--- src/rtl/uart_pkg.sv ---
// rtl/uart_pkg.sv - shared UART constants and receiver state encoding
// Purpose: state type, default frame geometry and mid-bit vote offsets shared
//          by the RX controller and the future TX controller.
// Ports:   none (package).
package uart_pkg;

  typedef enum logic [2:0] {
    IDLE     = 3'd0,
    START    = 3'd1,
    DATA     = 3'd2,
    STOP     = 3'd3,
    BRK_WAIT = 3'd4
  } rx_state_t;

  localparam int UART_OVERSAMPLE = 16;
  localparam int UART_DATA_BITS  = 8;

  // Votes are taken at MID-VOTE_PRE, MID and MID+VOTE_POST within a bit.
  localparam int VOTE_PRE  = 1;
  localparam int VOTE_POST = 1;

  function automatic int mid_point(input int oversample);
    return oversample / 2;
  endfunction

endpackage

--- src/rtl/uart_rx_sync.sv ---
// rtl/uart_rx_sync.sv - multi-flop synchronizer for the serial line
// Purpose: brings the asynchronous serial line into the clk16 domain. Flops
//          reset to 1 so the line reads idle while reset is applied.
// Ports:   clk16          - 16x oversample clock
//          rst            - synchronous reset, active-high
//          serial_data_in - asynchronous serial line
//          rxd_s          - synchronized line (STAGES cycles of delay)
module uart_rx_sync #(
  parameter int STAGES = 2
) (
  input  logic clk16,
  input  logic rst,
  input  logic serial_data_in,
  output logic rxd_s
);

  logic [STAGES-1:0] sync_q;

  always_ff @(posedge clk16) begin
    if (rst) begin
      sync_q <= '1;
    end else begin
      sync_q <= {sync_q[STAGES-2:0], serial_data_in};
    end
  end

  assign rxd_s = sync_q[STAGES-1];

endmodule

--- src/rtl/uart_rx_ctrl.sv ---
// rtl/uart_rx_ctrl.sv - UART receive sequencer with 3-sample majority voting
// Purpose: qualifies start bits, samples each bit mid-cell by 2-of-3 majority,
//          assembles LSB-first data, checks the stop bit and hands completed
//          bytes to the consumer with overrun and framing-error reporting.
// Ports:   clk16          - 16x oversample clock, sole clock
//          rst            - synchronous reset, active-high
//          serial_data_in - asynchronous serial line, idle high
//          rx_en          - receiver enable; low aborts a frame in progress
//          data_ready     - consumer accepts para_data_out this cycle
//          ovr_clr        - clears the sticky overrun flag
//          para_data_out  - received data, stable while data_valid=1
//          data_valid     - data available, held until data_ready
//          frame_err      - one-cycle pulse when the stop bit samples low
//          overrun        - sticky: good frame dropped, previous not taken
//          busy           - receiver is not idle
module uart_rx_ctrl
  import uart_pkg::*;
#(
  parameter int DATA_BITS   = UART_DATA_BITS,
  parameter int OVERSAMPLE  = UART_OVERSAMPLE,
  parameter int SYNC_STAGES = 2
) (
  input  logic                 clk16,
  input  logic                 rst,
  input  logic                 serial_data_in,
  input  logic                 rx_en,
  input  logic                 data_ready,
  input  logic                 ovr_clr,
  output logic [DATA_BITS-1:0] para_data_out,
  output logic                 data_valid,
  output logic                 frame_err,
  output logic                 overrun,
  output logic                 busy
);

  localparam int OS_W = $clog2(OVERSAMPLE);
  localparam int BC_W = $clog2(DATA_BITS);
  localparam int MID  = mid_point(OVERSAMPLE);

  localparam logic [OS_W-1:0] OS_LAST = OS_W'(OVERSAMPLE - 1);
  localparam logic [OS_W-1:0] OS_V0   = OS_W'(MID - VOTE_PRE);
  localparam logic [OS_W-1:0] OS_V1   = OS_W'(MID);
  localparam logic [OS_W-1:0] OS_V2   = OS_W'(MID + VOTE_POST);
  localparam logic [BC_W-1:0] BC_LAST = BC_W'(DATA_BITS - 1);

  localparam logic [2:0] ST_IDLE     = IDLE;
  localparam logic [2:0] ST_START    = START;
  localparam logic [2:0] ST_DATA     = DATA;
  localparam logic [2:0] ST_STOP     = STOP;
  localparam logic [2:0] ST_BRK_WAIT = BRK_WAIT;

  logic                 rxd_s;
  logic [2:0]           state;
  logic [OS_W-1:0]      os_cnt;
  logic [BC_W-1:0]      bit_cnt;
  logic [DATA_BITS-1:0] shreg;
  logic                 vote_a;
  logic                 vote_b;
  logic                 decide;
  logic                 vote;
  logic                 os_wrap;
  logic                 frame_good;
  logic                 frame_bad;

  uart_rx_sync #(
    .STAGES(SYNC_STAGES)
  ) u_sync (
    .clk16          (clk16),
    .rst            (rst),
    .serial_data_in (serial_data_in),
    .rxd_s          (rxd_s)
  );

  // The third vote is the live rxd_s at the decision edge, so the majority is
  // available the same cycle the last sample would have been captured.
  always_comb begin
    decide     = (os_cnt == OS_V2);
    os_wrap    = (os_cnt == OS_LAST);
    vote       = (vote_a & vote_b) | (vote_a & rxd_s) | (vote_b & rxd_s);
    frame_good = rx_en && (state == ST_STOP) && decide && vote;
    frame_bad  = rx_en && (state == ST_STOP) && decide && !vote;
  end

  assign busy = (state != ST_IDLE);

  always_ff @(posedge clk16) begin
    if (rst) begin
      vote_a <= 1'b0;
      vote_b <= 1'b0;
    end else begin
      if (os_cnt == OS_V0) vote_a <= rxd_s;
      if (os_cnt == OS_V1) vote_b <= rxd_s;
    end
  end

  always_ff @(posedge clk16) begin
    if (rst) begin
      state   <= ST_IDLE;
      os_cnt  <= '0;
      bit_cnt <= '0;
      shreg   <= '0;
    end else if (!rx_en && (state != ST_IDLE)) begin
      state   <= ST_IDLE;
      os_cnt  <= '0;
      bit_cnt <= '0;
    end else begin
      case (state)
        ST_IDLE: begin
          if (rx_en && !rxd_s) begin
            state  <= ST_START;
            os_cnt <= '0;
          end
        end
        ST_START: begin
          os_cnt <= os_cnt + 1'b1;
          if (decide && vote) begin
            // Start bit did not hold low through mid-cell: treat as glitch.
            state  <= ST_IDLE;
            os_cnt <= '0;
          end else if (os_wrap) begin
            state   <= ST_DATA;
            bit_cnt <= '0;
          end
        end
        ST_DATA: begin
          os_cnt <= os_cnt + 1'b1;
          if (decide) shreg <= {vote, shreg[DATA_BITS-1:1]};
          if (os_wrap) begin
            if (bit_cnt == BC_LAST) state <= ST_STOP;
            else bit_cnt <= bit_cnt + 1'b1;
          end
        end
        ST_STOP: begin
          os_cnt <= os_cnt + 1'b1;
          if (decide) begin
            // Leaving at mid-stop lets the next start edge be caught even
            // when frames are sent back-to-back.
            os_cnt <= '0;
            state  <= vote ? ST_IDLE : ST_BRK_WAIT;
          end
        end
        ST_BRK_WAIT: begin
          if (rxd_s) state <= ST_IDLE;
        end
        default: state <= ST_IDLE;
      endcase
    end
  end

  always_ff @(posedge clk16) begin
    if (rst) begin
      para_data_out <= '0;
      data_valid    <= 1'b0;
      frame_err     <= 1'b0;
      overrun       <= 1'b0;
    end else begin
      frame_err <= frame_bad;

      if (frame_good) begin
        if (!data_valid || data_ready) begin
          para_data_out <= shreg;
          data_valid    <= 1'b1;
        end
      end else if (data_valid && data_ready) begin
        data_valid <= 1'b0;
      end

      if (frame_good && data_valid && !data_ready) overrun <= 1'b1;
      else if (ovr_clr) overrun <= 1'b0;
    end
  end

endmodule

--- config.mk ---
export PLATFORM = sky130hd
export DESIGN_NAME = uart_rx_ctrl
export DESIGN_NICKNAME = d
export VERILOG_FILES = /design/src/rtl/uart_pkg.sv /design/src/rtl/uart_rx_sync.sv /design/src/rtl/uart_rx_ctrl.sv
export SDC_FILE = /design/constraint.sdc
export NUM_CORES = 1
export LEC_CHECK = 0
export CAP_MARGIN = 20
export CORE_ASPECT_RATIO = 0.6
export CORE_MARGIN = 2
export CORE_UTILIZATION = 58
export CTS_CLUSTER_DIAMETER = 40
export DETAILED_ROUTE_END_ITERATION = 8
export PLACE_DENSITY = 0.8
export SYNTH_ARGS = -nofsm -noshare
export SYNTH_HDL_FRONTEND = slang
export SYNTH_HIERARCHICAL = 1
export SYNTH_SLANG_ARGS = --single-unit
export TNS_END_PERCENT = 10
--- constraint.sdc ---
create_clock -name clk16 -period 4.83 [get_ports clk16]
set_input_delay 0.966 -clock clk16 [delete_from_list [all_inputs] [get_ports clk16]]
set_output_delay 0.966 -clock clk16 [all_outputs]
set_load 0.02 [all_outputs]
## Yosys cells after proc, flatten, opt, wreduce, memory -nomap -nowiden

Index checks and enable logic that the tools add are counted.

- Register bits after elaboration: 33
- Latch bits: 0
- Bits in writable memories: 0
- ROM bits: 0
- Input bits: 6
- Memories: 0

- Add/subtract/negate cells: 2
- Multiply operators: 0
- Div/mod/pow operators: 0
- $lt $le $gt $ge: 0
- Equality and inequality tests: 19
- Shift-type cells: 0
- Muxes and demuxes: 23
- Bitwise gates (word level): 6
- Reductions and logical operators: 29

Operators with widths:

| kind | count |
|---|---|
| $mux 3 | 12 |
| $pmux 4 s4 | 1 |
| $pmux 3 s5 | 1 |
| $ne 2x2->1 const B | 7 |
| $eq 4x4->1 const B | 3 |
| $mux 4 | 3 |
| $logic_and 1x1->1 | 10 |
| $eq 3x2->1 const B | 2 |
| $eq 3x3->1 const B | 2 |
| $pmux 3 s2 | 1 |
| $reduce_and 2->1 | 3 |
| $reduce_and 6->1 | 1 |
| $reduce_bool 2->1 | 3 |
| $logic_not 1->1 | 5 |
| $mux 1 | 5 |
| $reduce_and 5->1 | 1 |
| $add 4x1->4 const B | 1 |
| $eq 4x3->1 const B | 1 |
| $ne 2x1->1 const B | 2 |
| $reduce_bool 4->1 | 1 |
| $add 3x1->3 const B | 1 |
| $and 1x1->1 | 3 |
| $eq 3x1->1 const B | 1 |
| $logic_not 3->1 | 1 |
| other kinds (7) | 8 |

## Longest topological paths before layout

- Depth after elaboration: 7
- Depth in mapped cells: 8
- Gate-level depth less buffers: 6

## By module

The synthesis kept the hierarchy.

By module, submodules not included:

| module | instances | cells an instance | area an instance (µm²) |
|---|---|---|---|
| uart_rx_ctrl | 1 | 153 | 1,447.6 |
| uart_rx_sync | 1 | 4 | 52.6 |

## Worst setup path before layout

No wires, ideal clock.

- Kind: input-to-reg
- Start: input port rx_en
- End: register os_cnt[3]
- Arrival: 1,861 ps
- Path slack: 2,895 ps
- Stages on the path: 4
- Cells stage by stage: nand2b_2 -> a21o_1 -> or4b_1 -> a31oi_1

- Cells in the longest elaborated chain, start to end: 3

Ends and longest elaborated chain:

| item | line | source |
|---|---|---|
| from (decl) | uart_rx_ctrl.sv:26 | `input logic rx_en,` |
| $logic_and 1x1->1 / $logic_not 1->1 (equally long branches) | uart_rx_ctrl.sv:109, uart_rx_ctrl.sv:102 |  |
| $ne 2x2->1 (no line) / $logic_and 1x1->1 (equally long branches) | - |  |
| $reduce_and 2->1 (no line) / $reduce_or 2->1 (equally long branches) | - |  |
| to (signal assigned) | uart_rx_ctrl.sv:115 | `os_cnt <= os_cnt + 1'b1;` |
| to (signal assigned) | uart_rx_ctrl.sv:126 | `os_cnt <= os_cnt + 1'b1;` |
| to (signal assigned) | uart_rx_ctrl.sv:134 | `os_cnt <= os_cnt + 1'b1;` |
| to (decl) | uart_rx_ctrl.sv:54 | `logic [OS_W-1:0] os_cnt;` |

Several ways; a longest one is shown, not always the timed one.
A chain may end at the register's enable or synchronous reset.

## Worst setup path in the final report

- Start: input port rst
- End: register bit_cnt[0]

- Cells in the longest elaborated chain, start to end: 1

Ends and longest elaborated chain:

| item | line | source |
|---|---|---|
| from (decl) | uart_rx_ctrl.sv:24 | `input logic rst,` |
| $reduce_or 2->1 (no line) | - |  |
| to (signal assigned) | uart_rx_ctrl.sv:130 | `else bit_cnt <= bit_cnt + 1'b1;` |
| to (decl) | uart_rx_ctrl.sv:55 | `logic [BC_W-1:0] bit_cnt;` |

No other way between the ends.

==> results.toml <==
[placed_design]
dp_hpwl_microns = 2240
port_buffers = 17
gp_routability_congestion = 0.845

[finish]
fillers = 180
drive_above_1_share_pct = 8.00
area_growth_pct = 19.3
antenna_cells = 0
nets = 185
post-route-util_pct = 71.9

[yosys]
syn_area_per_cell_sq_um = 9.56
netlist_area_sq_um = 1500
ys_async_sr_fraction_pct = 0
syn_inst = 157
yosysWarningCount = 6
ys_types = 41
seq_area_frac_synth_pct = 44.0
yosys_most_used_dff = "dfxtp_1"
synth-seq-cells = 33
synth_edf_count = 0
synth_nets = 168

[global_routing]
grt_usage_pct = 24.0
grt-ovfl-total = 0
grt_pass1_wl_microns = 5400
antenna_found_initial = 0
grt_pass1_vias = 1130
grt_max_degree = 26

[cts]
clock_latency_ns = 0.28
numCtsBuffers = 5
cts_setup_buffers = 0
clockBufferDepth = 2
hold_buffers = 0
cts_resized = 0
h-tree-depth = 2
tritoncts = "yes"
clkSlewWorstSetupHoldPaths_ns = 0.07
cts.sinks = 33
clock-root-buffer = "clkbuf_8"

[setup_path]
critPathMaxFanout = 25
required_ns = 5.01
end_kind = "register"
cp_slowest_cell = "clkdlybuf4s50_1"
startpoint_type = "input pin"
path_cells = "clkdlybuf4s50_1, inv_1, o21ai_1, o31ai_1, mux2_2"
rr_worst_depth = 5
slowest_delay_ns = 0.99
crit_type = "input pin to register"
critPathArrivalTime_ns = 2.89

[timing]
skew_ns = 0.00421
tightest_slew_ns = 0.796
finalCritPeriodShare_pct = 56.3
setup_viol = 0
holdWs_ns = 0.410
hold_viol = 0
slew_violations = 0
rsz0062_at_grt = "no"
setup_tns_ns = 0
finalCriticalPeriod_ns = 2.72
maxSlewHeadroom_pct = 46.8
clock.fmax_mhz = 368

[floorplanning]
std_cell_rows = 14
dieArea_sq_um = 3020
die_h_microns = 43.4
die_w_microns = 69.7
initial_core_util_pct = 60.3
io_pins = 18
coreArea_sq_um = 2490

[job]
maxCapViolations = 0

[min_path]
hold_path.class = "register to register"
hold_path_depth = 1

[drt]
drtPass1Iterations = 5
routedWlPerCell_microns = 15.4
drtIter0Drc = 124
viasPerCell = 5.79
routed_wl_microns = 3180
ant_nets = 0
vias = 1199
drc_errors = 0

[pwr]
power_mw = 0.565
p_per_area_nw_per_um2 = 316
leakagePower_nw = 0.802
ir_drop_uv = 209

[outcome]
status = "complete, no violations"
[path summary, 6_finish.rpt]
check,from,to,slack [ns]
max,rst,bit_cnt[0],2.11
max reg2reg,os_cnt[0],para_data_out[6],2.66
min,u_sync/sync_q[0],u_sync/sync_q[1],0.41
min reg2reg,u_sync/sync_q[0],u_sync/sync_q[1],0.41
[cells in the mapped netlist (3+ instances only)]
| cell type | n | area share (%) |
|---|---|---|
| dfxtp_1 | 33 | 44 |
| nor2_1 | 24 | 6.0 |
| mux2i_1 | 18 | 12 |
| nand2_1 | 8 | 2.0 |
| inv_1 | 7 | 1.8 |
| nand3_1 | 6 | 2.0 |
| a21oi_1 | 5 | 1.7 |
| ha_1 | 5 | 4.2 |
| nor2b_1 | 4 | 1.7 |
| a31oi_1 | 3 | 1.3 |
| buf_2 | 3 | 1.0 |
| clkbuf_1 | 3 | 0.75 |
| nand2b_1 | 3 | 1.3 |
[registers in the layout, indices dropped and copies added (netlist names)]
signal,cells
para_data_out,8
shreg,8
os_cnt,4
bit_cnt,3
state,3
u_sync/sync_q,2
data_valid,1
frame_err,1
overrun,1
vote_a,1
vote_b,1
[worst max-delay path, delay by kind of cell]
kind	cells	cell delay, ns
mux	1	0.28
compound gates	2	0.48
buf+inv	2	1.16
[cell families (layout without fill, tap and decap cells)]
family	after synthesis	count (layout)	share of synthesized area, %
AO/OA/AOI/OAI	25	25	12.9
adder cells (fa/ha/maj)	6	6	4.92
buffers and inverters	14	32	4.25
multiplexers	19	19	12.8
AND/OR/NAND/NOR	60	60	21.1
flip-flops	33	33	44.0
[routing by layer]
| metal | GRT usage (%) | wire length (microns) | vias to the layer above |
|---|---|---|---|
| li1 | - | - | 590 |
| met5 | 0 | 0 | - |
| met4 | 10.4 | 24 | 0 |
| met3 | 7.21 | 150 | 2 |
| met2 | 36.9 | 1430 | 39 |
| met1 | 32.1 | 1570 | 568 |
[cell usage in the layout, fill, tap and decap left out, drive strengths merged, types with 4 or more instances in the layout]
master         instances
nand3                  6
dfxtp                 33
nor2                  24
nand2b                 4
ha                     5
inv                    7
clkbuf                 7
nand2                  8
clkdlybuf4s50         17
nor2b                  4
a21oi                  5
mux2i                 18
[power by group]
part	leakage (nW)	internal [mW]	switching [mW]
combinational	0.477	0.00976	0.0123
sequential	0.266	0.274	0.00240
clock	0.0585	0.168	0.0985
[per-stage QoR]
stage               worst slack [ns]  instance area (sq um)  cells
finish                          2.11                   1790    207
global route                    1.93                   1790    207
CTS                             2.12                   1790    207
detailed placement              1.81                   1670    199
floorplan                       2.89                   1500    157
global placement                1.89                   1670    199
[area by class of cell]
type | instances | area [sq um] | area share [%]
Clock buffer | 7 | 86.3 | 4.83
Tap cell | 32 | 40.0 | 2.24
Clock inverter | 1 | 30.0 | 1.68
Timing Repair Buffer | 17 | 170 | 9.51
Sequential cell | 33 | 661 | 36.9
Inverter | 7 | 26.3 | 1.47
Multi-Input combinational cell | 110 | 776 | 43.4
No activity file was read; power rests on OpenSTA's default activity.
